==> src/rtl/addsub_pkg.sv <==
// ---------------------------------------------------------------------------
// addsub_pkg
// Shared types for the add/sub arbiter slice.
//   ADDSUB_W    : default operand/result width
//   state_t     : sequencer states (IDLE, EXEC, RESP)
//   addsub_op_t : latched operation {a, b, sub, id}
//   signed_ovf  : two's-complement overflow from the three MSBs
// ---------------------------------------------------------------------------
package addsub_pkg;

   parameter int ADDSUB_W = 4;

   typedef enum logic [1:0] {
      IDLE = 2'd0,
      EXEC = 2'd1,
      RESP = 2'd2
   } state_t;

   typedef struct packed {
      logic [ADDSUB_W-1:0] a;
      logic [ADDSUB_W-1:0] b;
      logic                sub;
      logic                id;
   } addsub_op_t;

   // Overflow when both effective addends share a sign and the sum's sign differs.
   function automatic logic signed_ovf(input logic a_msb, input logic bp_msb, input logic s_msb);
      return (a_msb == bp_msb) && (s_msb != a_msb);
   endfunction

endpackage

==> src/rtl/addsub_arbiter_if.sv <==
// ---------------------------------------------------------------------------
// addsub_arbiter_if
// Two request channels (valid/ready + a, b, sub) and one response channel
// (valid/ready + id, s, cout, ovf).
//   master : requesters and response consumer side
//   slave  : arbiter side
// ---------------------------------------------------------------------------
interface addsub_arbiter_if
   import addsub_pkg::*;
#(
   parameter int N = ADDSUB_W
);
   logic         req0_valid;
   logic         req0_ready;
   logic [N-1:0] req0_a;
   logic [N-1:0] req0_b;
   logic         req0_sub;
   logic         req1_valid;
   logic         req1_ready;
   logic [N-1:0] req1_a;
   logic [N-1:0] req1_b;
   logic         req1_sub;
   logic         resp_valid;
   logic         resp_ready;
   logic         resp_id;
   logic [N-1:0] resp_s;
   logic         resp_cout;
   logic         resp_ovf;

   modport master (
      output req0_valid, req0_a, req0_b, req0_sub,
      output req1_valid, req1_a, req1_b, req1_sub,
      output resp_ready,
      input  req0_ready, req1_ready,
      input  resp_valid, resp_id, resp_s, resp_cout, resp_ovf
   );

   modport slave (
      input  req0_valid, req0_a, req0_b, req0_sub,
      input  req1_valid, req1_a, req1_b, req1_sub,
      input  resp_ready,
      output req0_ready, req1_ready,
      output resp_valid, resp_id, resp_s, resp_cout, resp_ovf
   );
endinterface

==> src/rtl/addSubComd.sv <==
// ---------------------------------------------------------------------------
// addSubComd
// Combinational N-bit adder/subtractor: s = a + b (sub=0) or a + ~b + 1 (sub=1).
//   a, b : operands      sub  : 0 add, 1 subtract
//   s    : result mod 2^N cout : carry out of the MSB (1 = no borrow on sub)
// ---------------------------------------------------------------------------
module addSubComd #(
   parameter int N = 4
) (
   input  logic [N-1:0] a,
   input  logic [N-1:0] b,
   input  logic         sub,
   output logic [N-1:0] s,
   output logic         cout
);
   logic [N-1:0] bx_s;

   assign bx_s      = b ^ {N{sub}};
   assign {cout, s} = {1'b0, a} + {1'b0, bx_s} + {{N{1'b0}}, sub};
endmodule

==> src/rtl/addsub_arbiter.sv <==
// ---------------------------------------------------------------------------
// addsub_arbiter
// Round-robin arbiter/sequencer sharing one addSubComd between two requesters.
//   clk : rising-edge clock
//   rst : synchronous active-high reset
//   bus : slave side of addsub_arbiter_if (two request channels, one
//         response channel; readies are the only combinational outputs)
// ---------------------------------------------------------------------------
module addsub_arbiter
   import addsub_pkg::*;
#(
   parameter int N = ADDSUB_W
) (
   input  logic              clk,
   input  logic              rst,
   addsub_arbiter_if.slave   bus
);
   state_t       state_r;
   state_t       state_nxt_s;
   logic         last_grant_r;
   addsub_op_t   op_r;
   logic         gnt_s;
   logic         gnt_id_s;
   logic [N-1:0] sum_s;
   logic         cout_s;
   logic [N-1:0] bp_s;
   logic         resp_valid_r;
   logic         resp_id_r;
   logic [N-1:0] resp_s_r;
   logic         resp_cout_r;
   logic         resp_ovf_r;

   addSubComd #(.N(N)) u_addsub (
      .a    (op_r.a),
      .b    (op_r.b),
      .sub  (op_r.sub),
      .s    (sum_s),
      .cout (cout_s)
   );

   // Effective second addend, used only for the overflow flag.
   assign bp_s = op_r.b ^ {N{op_r.sub}};

   // Grant selection and next-state decode.
   always_comb begin
      gnt_s       = 1'b0;
      gnt_id_s    = 1'b0;
      state_nxt_s = state_r;
      case (state_r)
         IDLE: begin
            if (bus.req0_valid && bus.req1_valid) begin
               // Tie: whoever was not served last wins.
               gnt_s    = 1'b1;
               gnt_id_s = ~last_grant_r;
            end else if (bus.req0_valid) begin
               gnt_s    = 1'b1;
               gnt_id_s = 1'b0;
            end else if (bus.req1_valid) begin
               gnt_s    = 1'b1;
               gnt_id_s = 1'b1;
            end else begin
               gnt_s    = 1'b0;
               gnt_id_s = 1'b0;
            end
            if (gnt_s) begin
               state_nxt_s = EXEC;
            end else begin
               state_nxt_s = IDLE;
            end
         end
         EXEC: state_nxt_s = RESP;
         RESP: begin
            if (bus.resp_ready) begin
               state_nxt_s = IDLE;
            end else begin
               state_nxt_s = RESP;
            end
         end
         default: state_nxt_s = IDLE;
      endcase
   end

   // Readies are suppressed while reset is asserted so nothing is accepted.
   assign bus.req0_ready = gnt_s && !gnt_id_s && !rst;
   assign bus.req1_ready = gnt_s &&  gnt_id_s && !rst;

   // State, operand latch, round-robin pointer and registered response.
   always_ff @(posedge clk) begin
      if (rst) begin
         state_r      <= IDLE;
         last_grant_r <= 1'b1;
         op_r         <= '0;
         resp_valid_r <= 1'b0;
         resp_id_r    <= 1'b0;
         resp_s_r     <= '0;
         resp_cout_r  <= 1'b0;
         resp_ovf_r   <= 1'b0;
      end else begin
         state_r <= state_nxt_s;
         if (gnt_s) begin
            op_r.a       <= gnt_id_s ? bus.req1_a   : bus.req0_a;
            op_r.b       <= gnt_id_s ? bus.req1_b   : bus.req0_b;
            op_r.sub     <= gnt_id_s ? bus.req1_sub : bus.req0_sub;
            op_r.id      <= gnt_id_s;
            last_grant_r <= gnt_id_s;
         end
         if (state_r == EXEC) begin
            resp_valid_r <= 1'b1;
            resp_id_r    <= op_r.id;
            resp_s_r     <= sum_s;
            resp_cout_r  <= cout_s;
            resp_ovf_r   <= signed_ovf(op_r.a[N-1], bp_s[N-1], sum_s[N-1]);
         end else if ((state_r == RESP) && bus.resp_ready) begin
            resp_valid_r <= 1'b0;
         end
      end
   end

   assign bus.resp_valid = resp_valid_r;
   assign bus.resp_id    = resp_id_r;
   assign bus.resp_s     = resp_s_r;
   assign bus.resp_cout  = resp_cout_r;
   assign bus.resp_ovf   = resp_ovf_r;
endmodule

==> src/flat_wrapper.sv <==
// flat-port wrapper written by rule: the top's interface ports become plain ports
module addsub_arbiter_flat import addsub_pkg::*;
#(
   parameter int N = ADDSUB_W
)
  (clk, rst, bus_req0_valid, bus_req0_a, bus_req0_b, bus_req0_sub, bus_req1_valid, bus_req1_a, bus_req1_b, bus_req1_sub, bus_resp_ready, bus_req0_ready, bus_req1_ready, bus_resp_valid, bus_resp_id, bus_resp_s, bus_resp_cout, bus_resp_ovf);
  addsub_arbiter_if #(.N(N)) bus_i ();
  input  logic clk;
  input  logic rst;
  input wire logic [$bits(bus_i.req0_valid)-1:0] bus_req0_valid;
  input wire logic [$bits(bus_i.req0_a)-1:0] bus_req0_a;
  input wire logic [$bits(bus_i.req0_b)-1:0] bus_req0_b;
  input wire logic [$bits(bus_i.req0_sub)-1:0] bus_req0_sub;
  input wire logic [$bits(bus_i.req1_valid)-1:0] bus_req1_valid;
  input wire logic [$bits(bus_i.req1_a)-1:0] bus_req1_a;
  input wire logic [$bits(bus_i.req1_b)-1:0] bus_req1_b;
  input wire logic [$bits(bus_i.req1_sub)-1:0] bus_req1_sub;
  input wire logic [$bits(bus_i.resp_ready)-1:0] bus_resp_ready;
  output wire logic [$bits(bus_i.req0_ready)-1:0] bus_req0_ready;
  output wire logic [$bits(bus_i.req1_ready)-1:0] bus_req1_ready;
  output wire logic [$bits(bus_i.resp_valid)-1:0] bus_resp_valid;
  output wire logic [$bits(bus_i.resp_id)-1:0] bus_resp_id;
  output wire logic [$bits(bus_i.resp_s)-1:0] bus_resp_s;
  output wire logic [$bits(bus_i.resp_cout)-1:0] bus_resp_cout;
  output wire logic [$bits(bus_i.resp_ovf)-1:0] bus_resp_ovf;
  assign bus_i.req0_valid = bus_req0_valid;
  assign bus_i.req0_a = bus_req0_a;
  assign bus_i.req0_b = bus_req0_b;
  assign bus_i.req0_sub = bus_req0_sub;
  assign bus_i.req1_valid = bus_req1_valid;
  assign bus_i.req1_a = bus_req1_a;
  assign bus_i.req1_b = bus_req1_b;
  assign bus_i.req1_sub = bus_req1_sub;
  assign bus_i.resp_ready = bus_resp_ready;
  assign bus_req0_ready = bus_i.req0_ready;
  assign bus_req1_ready = bus_i.req1_ready;
  assign bus_resp_valid = bus_i.resp_valid;
  assign bus_resp_id = bus_i.resp_id;
  assign bus_resp_s = bus_i.resp_s;
  assign bus_resp_cout = bus_i.resp_cout;
  assign bus_resp_ovf = bus_i.resp_ovf;
  addsub_arbiter #(.N(N)) u_core (.clk(clk), .rst(rst), .bus(bus_i));
endmodule
==> config.mk <==
export PLATFORM = sky130hd
export DESIGN_NAME = addsub_arbiter_flat
export DESIGN_NICKNAME = d
export VERILOG_FILES = /design/src/rtl/addsub_pkg.sv /design/src/rtl/addsub_arbiter_if.sv /design/src/rtl/addSubComd.sv /design/src/rtl/addsub_arbiter.sv /design/src/flat_wrapper.sv
export SDC_FILE = /design/constraint.sdc
export NUM_CORES = 1
export LEC_CHECK = 0
export ABC_CLOCK_PERIOD_IN_PS = 3400
export BUFFER_PORTS_ARGS = -buffer_cell sky130_fd_sc_hd__buf_2
export CORE_MARGIN = 2
export CORE_UTILIZATION = 52
export DETAILED_ROUTE_END_ITERATION = 8
export PLACE_DENSITY = 0.87
export SYNTH_ARGS = -nofsm -noshare
export SYNTH_HDL_FRONTEND = slang
export SYNTH_SLANG_ARGS = --single-unit
==> constraint.sdc <==
create_clock -name clk -period 3.4 [get_ports clk]
set_input_delay 0.85 -clock clk [delete_from_list [all_inputs] [get_ports clk]]
set_output_delay 0.85 -clock clk [all_outputs]
set_load 0.05 [all_outputs]
* Yosys cells after proc, flatten, opt, wreduce, memory -nomap -nowiden
Cells that the tools add are included.
** Operators by class
- $add $sub $neg :: 2
- Equal/unequal tests :: 4
- Muxes and demuxes :: 16
- Bitwise operators :: 2
- Reductions and logical operators :: 11
** Operators by type and width (count)
- 2-to-1 mux 1 bit :: 12
- 2-to-1 mux 4 bit :: 2
- logical AND 1 bit :: 7
- case mux 2 bit (3 select lines) :: 1
- adder 4 x 4 -> 5 bit :: 1
- adder 5 x 1 -> 5 bit :: 1
- bitwise XOR 4 bit :: 1
- == test 2 x 1 -> 1 bit, second input constant :: 1
- == test 2 bit, second input constant :: 1
- logical NOT 1 bit :: 2
- logical NOT 2 bit :: 1
- 2-to-1 mux 2 bit :: 1
- nonzero test 2 bit :: 1
- == test 1 bit :: 1
- != test 1 bit :: 1
- inverter 1 bit :: 1
** Storage, ports and cells
- Flip-flop bits (word level) :: 21

* Depth between registers and ports, before layout
Gate-level depths: netlist of run 1.
- Word-level depth :: 7
- Depth in mapped cells :: 6
- Gate-level depth less buffers :: 6

* Cells and area by module
A second synthesis of run 1 with hierarchy kept.
** Second synthesis, totals
- Cells, all modules :: 132
- Area total of the unflattened synthesis :: 1164.9 µm²
** By module, submodules not included
- addsub_arbiter :: times used 1, cells an instance 112, area each 978.4 µm², seq. area each 420.4 µm²
- addSubComd :: times used 1, cells an instance 20, area each 186.4 µm², seq. area each 0.0 µm²

* Worst setup path after synthesis of run 1
OpenSTA, ideal clock, no wires.
- Path kind :: input -> output
- From :: input port bus_req1_valid
- To :: output port bus_req1_ready
- Arrival :: 2.252 ns
- Slack :: 0.298 ns
- Stages on the path :: 3
- Buffers on the path :: 1
- Cell sequence :: a21bo_1 buf_6 nor3_1
** On the way
- Longest elaborated chain between the ends :: 7
** Ends and longest elaborated chain
- start, declared :: line flat_wrapper.sv:14 : input wire logic [$bits(bus_i.req1_valid)-1:0] bus_req1_valid;
- 2-to-1 mux 1 bit :: line addsub_arbiter.sv:58 : end else if (bus.req1_valid) begin
- 2-to-1 mux 1 bit :: line addsub_arbiter.sv:55 : end else if (bus.req0_valid) begin
- 2-to-1 mux 1 bit :: line addsub_arbiter.sv:51 : if (bus.req0_valid && bus.req1_valid) begin
- 2-to-1 mux 1 bit (2 in a row) :: line addsub_arbiter.sv:49 : case (state_r)
- logical AND 1 bit * (2 in a row) :: line addsub_arbiter.sv:85 : assign bus.req1_ready = gnt_s && gnt_id_s && !rst;
- end, declared :: line flat_wrapper.sv:20 : output wire logic [$bits(bus_i.req1_ready)-1:0] bus_req1_ready;
Mark *: on every way between the ends. The rest lies on a longest branch, timed or not. The select of a mux whose other input is x is not followed.

* Final worst setup path of run 1
- From :: input port bus_req1_valid
- To :: output port bus_req0_ready
** On the way
- Longest elaborated chain between the ends :: 7
** Ends and longest elaborated chain
- 2-to-1 mux 1 bit :: line addsub_arbiter.sv:58
- 2-to-1 mux 1 bit :: line addsub_arbiter.sv:55
- 2-to-1 mux 1 bit :: line addsub_arbiter.sv:51
- 2-to-1 mux 1 bit :: line addsub_arbiter.sv:49
- 2-to-1 mux 1 bit or logical NOT 1 bit (tied branches) :: line addsub_arbiter.sv:49, addsub_arbiter.sv:84
- logical AND 1 bit * (2 in a row) :: line addsub_arbiter.sv:84 : assign bus.req0_ready = gnt_s && !gnt_id_s && !rst;
- end, declared :: line flat_wrapper.sv:19 : output wire logic [$bits(bus_i.req0_ready)-1:0] bus_req0_ready;
Marks and branches as above.

==> impl_metrics.ini, run 1 <==
[outcome]
status = finished, final reports clean

[drt]
drtIter0Drc = 12
drc = 0
viasPerCell = 5.54
vias = 941
first_pass_iters = 4
routedWlPerCell_um = 13.3
drtAntennaViolNets = 0
wl_um = 2260

[yosys]
synth_cell_type_count = 29
synth_edf_count = 0
synth_nets = 141
yosysSeqAreaShare_pct = 41.0
synth.avg_cell_area_sq_um = 9.07
synth_seq_cells = 21
netlist_instances = 113
yosys_warnings = 0
synth_top_flop_cell = dfxtp_1
synth_area_sq_um = 1020
synth-async-reset-ratio_pct = 0

[critical_path]
worstPathRequired_ps = 2550
cp_top_family = compound AO/OA/AOI/OAI gates
r2r-end = u_core.bus.resp_s[3]$_SDFFE_PP0P_
regToRegSetupSlack_ps = 1610
path_class = in -> out
cp.arrival_ps = 1840
r2r-start = u_core.op_r[1]$_SDFFE_PP0N_
cpPeakStageDelay_ps = 380
crit_chain = buf_2 -> a21bo_1 -> and3_2 -> buf_2
worstPathBufferInverterCount = 2
cp_common_cell = buf_2
critPathMaxFanout = 10
cpMaxStageDelayCell = a21bo_1
ff2ff_path_depth = 6
start_kind = input port
cp-end-kind = output pin

[cells_and_area]
fin_nets = 172
fin_util_pct = 63.6
fillCellCount = 156
final_cell_mix = 32 x buf_2, 21 x dfxtp_1, 14 x nand2_1, 14 x a21oi_1, 9 x nor2_1
synthToLayoutAreaGrowth_pct = 18.1
final_common_cell = buf_2
regArea_sq_um = 420
multi_input_area_sq_um = 551
drive_above_1_share_pct = 28.0
n_antenna_cell = 0

[global_route]
grt_pass1_wl_um = 3770
gr-total-overflow = 0
grt_usage_pct = 20.4
grt_max_degree = 21
antenna_found_initial = 0
grt_pass1_vias = 881

[placed_design]
hpwl_um = 1720
gp_congestion = 0.849
io_buffer_count = 32

[min_path]
hold_path_class = reg -> reg
holdCritStartpoint = u_core.bus.resp_s[2]$_SDFFE_PP0P_
hold_depth = 2
whs_endpoint = u_core.bus.resp_s[2]$_SDFFE_PP0P_

[die]
start_util_pct = 53.9
die_y_um = 48.4
die_x_um = 48.4
core_sq_um = 1900
io_pins = 33
std_cell_rows = 16
die-area_sq_um = 2340

[sta]
max_freq_ghz = 0.372
fin_crit_ps = 2690
slew_violations = 0
skew_ps = 7.23
holdWs_ps = 457
setup_tns_ps = 0
rsz0062_at_grt = no
timing.final.crit_share_pct = 79.1
slew_headroom_pct = 63.4
setup_viol = 0
hold_violations = 0
tightest_slew_ps = 547

[clocking]
clock_sinks = 21
cts_max_level = 1
clockBufferDepth = 2
cts_made_buffers = 3
cts_tree = built
clk_pin_slew_worst_paths_ps = 120
cts_resized = 0
insertion_delay_ps = 300
cts_hold_buf = 0
post_cts_buffers = 0
cts_root_buf = clkbuf_4

[run]
drv_cap = 0

[power_and_ir_drop]
p_leak_nw = 0.540
fin_total_pwr_mw = 0.603
ir_worst_vdd_mv = 0.293
powerDensity_nw_per_um2 = 498
## state kept, by name, summed over array words and instances, names as in the netlist
signal	flops
u_core.bus.resp_s	4
u_core.bus.resp_cout	1
u_core.bus.resp_ovf	1
u_core.bus.resp_id	1
u_core.state_r	2
u_core.op_r	10
u_core.last_grant_r	1
u_core.bus.resp_valid	1
## cell usage after synthesis (2+ instances only)
cell type	instances	area, sq um
ha_1	4	50.1
a21oi_1	14	70.1
xor2_1	3	26.3
inv_1	3	11.3
o221ai_1	7	61.3
nor3_1	2	10.0
nor2b_1	2	12.5
o21a_1	2	15.0
nand2_1	14	52.6
nor2_1	9	33.8
a211oi_1	3	22.5
o21ai_0	4	20.0
buf_6	2	22.5
xnor2_1	3	26.3
dfxtp_1	21	420
clkbuf_1	4	15.0
mux2i_1	4	40.0
## power by group
group / switching (mW) / internal, mW / total, mW
registers: 0.0207 / 0.272 / 0.292
logic: 0.121 / 0.0723 / 0.193
clock network: 0.0722 / 0.0456 / 0.118
total: 0.213 / 0.390 / 0.603
## through the flow
stage	cell area (sq um)	std cells	worst slack (ps)
final	1210	170	709
after global routing	1210	170	657
after CTS	1210	170	712
after detailed placement	1180	166	715
after global placement	1180	166	735
after floorplan	1020	113	298
## tightest hold or removal path: stages, from the launching register on
cell and delay [ps]:
dfxtp_1 330, nand2_1 50, a21oi_1 50
## how the worst max path moves through the flow
stage / startpoint / to / slack (ps) / cells past startpoint
4_1_cts: bus_req1_valid / bus_req0_ready / 710 / 4
3_5_place_dp: bus_req1_valid / bus_req0_ready / 720 / 4
2_1_floorplan: bus_req1_valid / bus_req1_ready / 300 / 3
5_1_grt: bus_req1_valid / bus_req0_ready / 660 / 4
3_3_place_gp: bus_req1_valid / bus_req0_ready / 730 / 4
6_report: bus_req1_valid / bus_req0_ready / 710 / 4
## layout make-up
| class | instances | area share (%) |
|---|---|---|
| repair buffers | 33 | 13.9 |
| multi-input cells | 82 | 45.5 |
| inverters | 3 | 0.931 |
| clock buffers | 4 | 2.17 |
| well taps | 27 | 2.79 |
| flip-flops and latches | 21 | 34.7 |
## logic make-up after synthesis
family / Yosys count / synth area share [%]
xor gates and xnor gates: 6 / 5.13
buffers and inverters: 10 / 5.25
muxes: 4 / 3.91
and+or+nand+nor: 34 / 16.2
AOI/OAI and AO/OA: 33 / 21.6
adders and majority gates: 5 / 6.84
DFF: 21 / 41.0
## metal layers
| layer | global-route usage (%) | share of wire (%) |
|---|---|---|
| met1 | 23.4 | 43 |
| met5 | 0 | 0 |
| met3 | 3.40 | 3.4 |
| met4 | 8.10 | 2.2 |
| met2 | 37.7 | 52 |
Power figures use the tool's default switching activity.
==> inputs of run 2 (changes only) <==
--- a/config.mk
+++ b/config.mk
@@ -5,12 +5,13 @@
 export SDC_FILE = /design/constraint.sdc
 export NUM_CORES = 1
 export LEC_CHECK = 0
-export ABC_CLOCK_PERIOD_IN_PS = 3400
+export ABC_AREA = 1
+export ABC_CLOCK_PERIOD_IN_PS = 2200
 export BUFFER_PORTS_ARGS = -buffer_cell sky130_fd_sc_hd__buf_2
 export CORE_MARGIN = 2
-export CORE_UTILIZATION = 52
+export CORE_UTILIZATION = 44
 export DETAILED_ROUTE_END_ITERATION = 8
-export PLACE_DENSITY = 0.87
+export PLACE_DENSITY = 0.79
 export SYNTH_ARGS = -nofsm -noshare
 export SYNTH_HDL_FRONTEND = slang
 export SYNTH_SLANG_ARGS = --single-unit
==> constraint.sdc (replaced) <==
create_clock -name clk -period 2.2 [get_ports clk]
set_input_delay 0.55 -clock clk [delete_from_list [all_inputs] [get_ports clk]]
set_output_delay 0.55 -clock clk [all_outputs]
set_load 0.05 [all_outputs]
==> run 2 against run 1 <==
Against the previous run: non-clock buffer count is 1 higher; worst setup slack worse by 580 ps; die area is 21% higher; cell count is 15% higher; flip-flop and latch count stayed put.
==> impl_metrics.ini, run 2 <==
[placed_design]
hpwl_um = 1580
io_buffer_count = 32
gp_congestion = 0.883
dp_cells = 192

[cells_and_area]
final_cell_mix = 32 x buf_2, 21 x dfxtp_1, 19 x a21oi_1
largest_reg_flops = 10
regArea_sq_um = 420
multi_input_area_sq_um = 566
n_antenna_cell = 0
synthToLayoutAreaGrowth_pct = 20.2
fin_cells = 196
final_common_cell = buf_2
largest_register = u_core.op_r
fin_nets = 197
fillCellCount = 227
drive_above_1_share_pct = 29.2

[clocking]
clockBufferDepth = 2
cts_made_buffers = 3
insertion_delay_ps = 290
cts_max_level = 1
cts_tree = built
post_cts_buffers = 0
clk_pin_slew_worst_paths_ps = 110
cts_root_buf = clkbuf_4
cts_hold_buf = 0
clock_sinks = 21
cts_resized = 0

[min_path]
hold_depth = 2
hold_path_class = reg -> reg

[sta]
holdWs_ps = 460
setup_tns_ps = 0
timing.final.crit_share_pct = 93.9
rsz0062_at_grt = no
tightest_slew_ps = 471
setup_viol = 0
max_freq_ghz = 0.484
slew_headroom_pct = 68.6
skew_ps = 1.84
hold_violations = 0
fin_crit_ps = 2070
slew_violations = 0

[yosys]
synth_edf_count = 0
synth_cell_type_count = 26
synth_top_flop_cell = dfxtp_1
synth_top_area_cell = dfxtp_1
synthTopCellsByArea = dfxtp_1 40%, a21oi_1 8.9%, o21ai_0 6.1%
netlist_instances = 134
synth_area_sq_um = 1060
synthDominantCellAreaShare_pct = 39.5
synth-async-reset-ratio_pct = 0
yosysSeqAreaShare_pct = 39.5
synth_seq_cells = 21
yosysMostFrequentCell = dfxtp_1
synth.avg_cell_area_sq_um = 7.94
synth_nets = 162
synth_common_cells = 21 x dfxtp_1, 19 x a21oi_1, 15 x nand2_1, 15 x nor2_1, 13 x o21ai_0
yosys_warnings = 0

[critical_path]
cp-end-kind = output pin
start_kind = flop
path_class = reg -> out
critPathMaxFanout = 8
regToRegSetupSlack_ps = 590
ff2ff_path_depth = 10
worstPathRequired_ps = 1650
cp.arrival_ps = 1520

[die]
io_pins = 33
die_y_um = 53.2
die_x_um = 53.2
std_cell_rows = 17
die-area_sq_um = 2830
start_util_pct = 47.2
core_sq_um = 2250

[drt]
routedWlPerCell_um = 10.5
drtIter0Drc = 20
drtAntennaViolNets = 0
vias = 944
wl_um = 2060
viasPerCell = 4.82
drc = 0
first_pass_iters = 4

[global_route]
grt_pass1_vias = 850
gr-total-overflow = 0
grt_pass1_wl_um = 3490
grt_usage_pct = 16.8
antenna_found_initial = 0
grt_max_degree = 17

[power_and_ir_drop]
p_leak_nw = 0.621
ir_worst_vdd_mv = 0.379
powerDensity_nw_per_um2 = 763

[run]
drv_cap = 0

[outcome]
status = finished, final reports clean
-- run 2: stage by stage --
stage | total power [mW] | setup WS (ps) | utilization [%] | cell area, sq um
finish | 0.976 | 134 | 56.7 | 1280
CTS | 0.981 | 132 | 56.7 | 1280
detailed placement | 0.801 | 163 | 55.5 | 1250
global route | 1.05 | 14.2 | 56.7 | 1280
global placement | 0.790 | 207 | 55.5 | 1250
floorplan | 0.726 | 157 | - | 1070
-- run 2: cell families (layout without fill, tap and decap cells) --
| kind of cell | after synthesis | after routing | synth area share (%) |
|---|---|---|---|
| compound gates | 45 | 45 | 25.4 |
| xor+xnor | 5 | 5 | 4.12 |
| fa+ha+maj | 5 | 5 | 6.59 |
| buf+inv | 18 | 52 | 8.00 |
| flops | 21 | 21 | 39.5 |
| simple gates | 40 | 40 | 16.4 |
-- run 2: final timing paths --
path / startpoint / endpoint
min reg2reg: u_core.bus.resp_valid$_SDFFE_PP0P_ / u_core.bus.resp_valid$_SDFFE_PP0P_
max reg2reg: u_core.op_r[1]$_SDFFE_PP0N_ / u_core.bus.resp_ovf$_SDFFE_PP0P_
min: u_core.bus.resp_valid$_SDFFE_PP0P_ / u_core.bus.resp_valid$_SDFFE_PP0P_
max: u_core.state_r[1]$_SDFF_PP0_ / bus_req1_ready
-- run 2: power by group --
| group | switching (mW) | internal [mW] |
|---|---|---|
| clock | 0.111 | 0.0705 |
| sequential | 0.0317 | 0.425 |
| combinational | 0.218 | 0.120 |
-- run 2: worst max-delay path, stage by stage, from the launching register on --
cell      delay (ps)
dfxtp_1          360
nor2_2           150
o21ai_4          140
nor2_4           120
clkinv_2         100
nor2_2            90
buf_2            260
-- run 2: area by class of cell --
class	instances	share of cell area [%]
well taps	28	2.74
multi-input cells	95	44.2
clock buffers	4	2.05
flip-flops and latches	21	32.9
inverters	14	4.40
repair buffers	34	13.7
-- run 2: routing by layer --
| layer | track usage, % | vias up | routed length (um) |
|---|---|---|---|
| met2 | 27.5 | 28 | 986 |
| met5 | 0 | - | 0 |
| met4 | 9.83 | 0 | 27 |
| met1 | 20.8 | 404 | 954 |
| li1 | - | 510 | - |
| met3 | 2.26 | 2 | 87 |
==> inputs of run 3 (changes only) <==
--- a/config.mk
+++ b/config.mk
@@ -5,7 +5,6 @@
 export SDC_FILE = /design/constraint.sdc
 export NUM_CORES = 1
 export LEC_CHECK = 0
-export ABC_AREA = 1
 export ABC_CLOCK_PERIOD_IN_PS = 2200
 export BUFFER_PORTS_ARGS = -buffer_cell sky130_fd_sc_hd__buf_2
 export CORE_MARGIN = 2
==> run 3 against run 2 <==
Against the previous run: wire length grew 3.6%; power shrank 4.2%; via count shrank 4.6%; fmax grew 4.9%; non-clock buffer count grew 2; cell count shrank 11%; clock skew grew 3.6 ps; sequential power shrank 0.9%; clock power is essentially flat; combinational power shrank 11%; first-iteration DRC count shrank 20%; die area shrank 3.4%; highest routed layer unchanged.
==> impl_metrics.ini, run 3 (synthesis gave the netlist of run 1 again) <==
[power_and_ir_drop]
clockPowerShare_pct = 19.6
p_comb_share_pct = 32.1
p_sw_share_pct = 35.3
p_seq_share_pct = 48.3
powerDensity_nw_per_um2 = 754
p_leak_nw = 0.557
ir_worst_vdd_mv = 0.400
switchingPower_mw = 0.331
power.internal_mw = 0.605

[drt]
vias = 901
drtAntennaViolNets = 0
viasPerCell = 5.18
drc = 0
drtIter0Drc = 16
wl_um = 2130
routedWlPerCell_um = 12.2
first_pass_iters = 4

[clocking]
insertion_delay_ps = 300
clockBufferDepth = 2
post_cts_buffers = 0
cts_hold_buf = 0
cts_resized = 0
clock_sinks = 21
cts_tree = built
cts_root_buf = clkbuf_4
cts_made_buffers = 3
cts_max_level = 1
clk_pin_slew_worst_paths_ps = 120

[critical_path]
cpMaxStageDelayCell = dfxtp_1
worstPathBufferInverterCount = 1
critPathMaxFanout = 6
crit_chain = nor2_1 -> o21a_1 -> and3_2 -> buf_2
cp.arrival_ps = 1420
cp-end-kind = output pin
start_kind = flop
worstPathRequired_ps = 1650
cpPeakStageDelay_ps = 390
cp_top_family = flip-flops
path_class = reg -> out

[global_route]
gr-total-overflow = 0
grt_max_degree = 13
grt_usage_pct = 18.1
antenna_found_initial = 0
grt_pass1_wl_um = 3640
grt_pass1_vias = 862

[cells_and_area]
largest_register = u_core.op_r
final_cell_mix = 32 x buf_2, 21 x dfxtp_1, 14 x nand2_1, 14 x a21oi_1, 9 x nor2_1
synthToLayoutAreaGrowth_pct = 21.0
regArea_sq_um = 420
largest_reg_flops = 10
n_antenna_cell = 0
drive_above_1_share_pct = 30.8
final_common_cell = buf_2
fin_nets = 175
fillCellCount = 219
fin_util_pct = 56.1
multi_input_area_sq_um = 556

[die]
die_y_um = 52.3
die_x_um = 52.3
io_pins = 33
die-area_sq_um = 2730
start_util_pct = 46.3
core_sq_um = 2210
std_cell_rows = 17

[min_path]
hold_path_class = reg -> reg

[sta]
setup_viol = 0
slew_headroom_pct = 64.3
skew_ps = 5.42
rsz0062_at_grt = no
tightest_slew_ps = 535
slew_violations = 0
timing.final.crit_share_pct = 89.5
fin_crit_ps = 1970
hold_violations = 0
setup_tns_ps = 0
max_freq_ghz = 0.508

[placed_design]
io_buffer_count = 32
hpwl_um = 1670
gp_congestion = 0.796

[run]
drv_cap = 0

[outcome]
status = finished, final reports clean
-- run 3: changes by cell type in the layout (fill, tap and decap cells not counted), sizes merged, moves of 6 or more --
cell / before / now
a21oi: 20 / 14
inv: 13 / 3
nor2: 17 / 9
o21ai: 17 / 4
o21bai: 7 / 0
o221ai: 0 / 7
-- run 3: path summary, 6_finish.rpt --
check / endpoint / slack (ps) / startpoint / cells after the start
setup / recovery: bus_req0_ready / 230 / u_core.state_r[0]$_SDFF_PP0_ / 4
hold / removal: u_core.bus.resp_s[2]$_SDFFE_PP0P_ / 460 / u_core.bus.resp_s[2]$_SDFFE_PP0P_ / 2
setup reg to reg: u_core.bus.resp_ovf$_SDFFE_PP0P_ / 510 / u_core.op_r[1]$_SDFFE_PP0N_ / 6
hold reg to reg: u_core.bus.resp_s[2]$_SDFFE_PP0P_ / 460 / u_core.bus.resp_s[2]$_SDFFE_PP0P_ / 2
-- run 3: per-stage QoR --
stage	instance area, sq um	power (mW)	worst slack [ps]	std cells	hold WS (ps)
after floorplan	1030	0.686	125	113	432
after global placement	1210	0.749	281	170	442
after detailed placement	1210	0.761	273	170	447
after CTS	1240	0.939	230	174	465
after global routing	1240	0.991	118	174	485
final	1240	0.935	230	174	459
-- run 3: routing by layer --
layer | vias up | global-route usage [%] | wire length (um)
met5 | - | 0 | 0
met4 | 0 | 8.55 | 26
met3 | 4 | 4.00 | 87
met2 | 23 | 30.0 | 1020
met1 | 408 | 22.2 | 994
li1 | 466 | - | -
-- run 3: power by group through the flow --
| stage | clock (mW) | sequential, mW | combinational [mW] |
|---|---|---|---|
| floorplan | 0 | 0.505 | 0.181 |
| global placement | 0 | 0.459 | 0.290 |
| detailed placement | 0 | 0.461 | 0.300 |
| CTS | 0.185 | 0.452 | 0.301 |
| global route | 0.203 | 0.457 | 0.331 |
| finish | 0.183 | 0.452 | 0.301 |
-- run 3: area by class of cell --
type / count / share of cell area (%)
Clock buffer: 3 / 1.82
Clock inverter: 1 / 0.404
Inverter: 3 / 0.908
Multi-Input combinational cell: 82 / 44.8
Sequential cell: 21 / 33.9
Tap cell: 28 / 2.83
Timing Repair Buffer: 36 / 15.3
-- run 3: tightest hold or removal path, stage by stage (launching register included) --
cell and delay [ps]:
dfxtp_1 330, nand2_1 50, a21oi_1 50
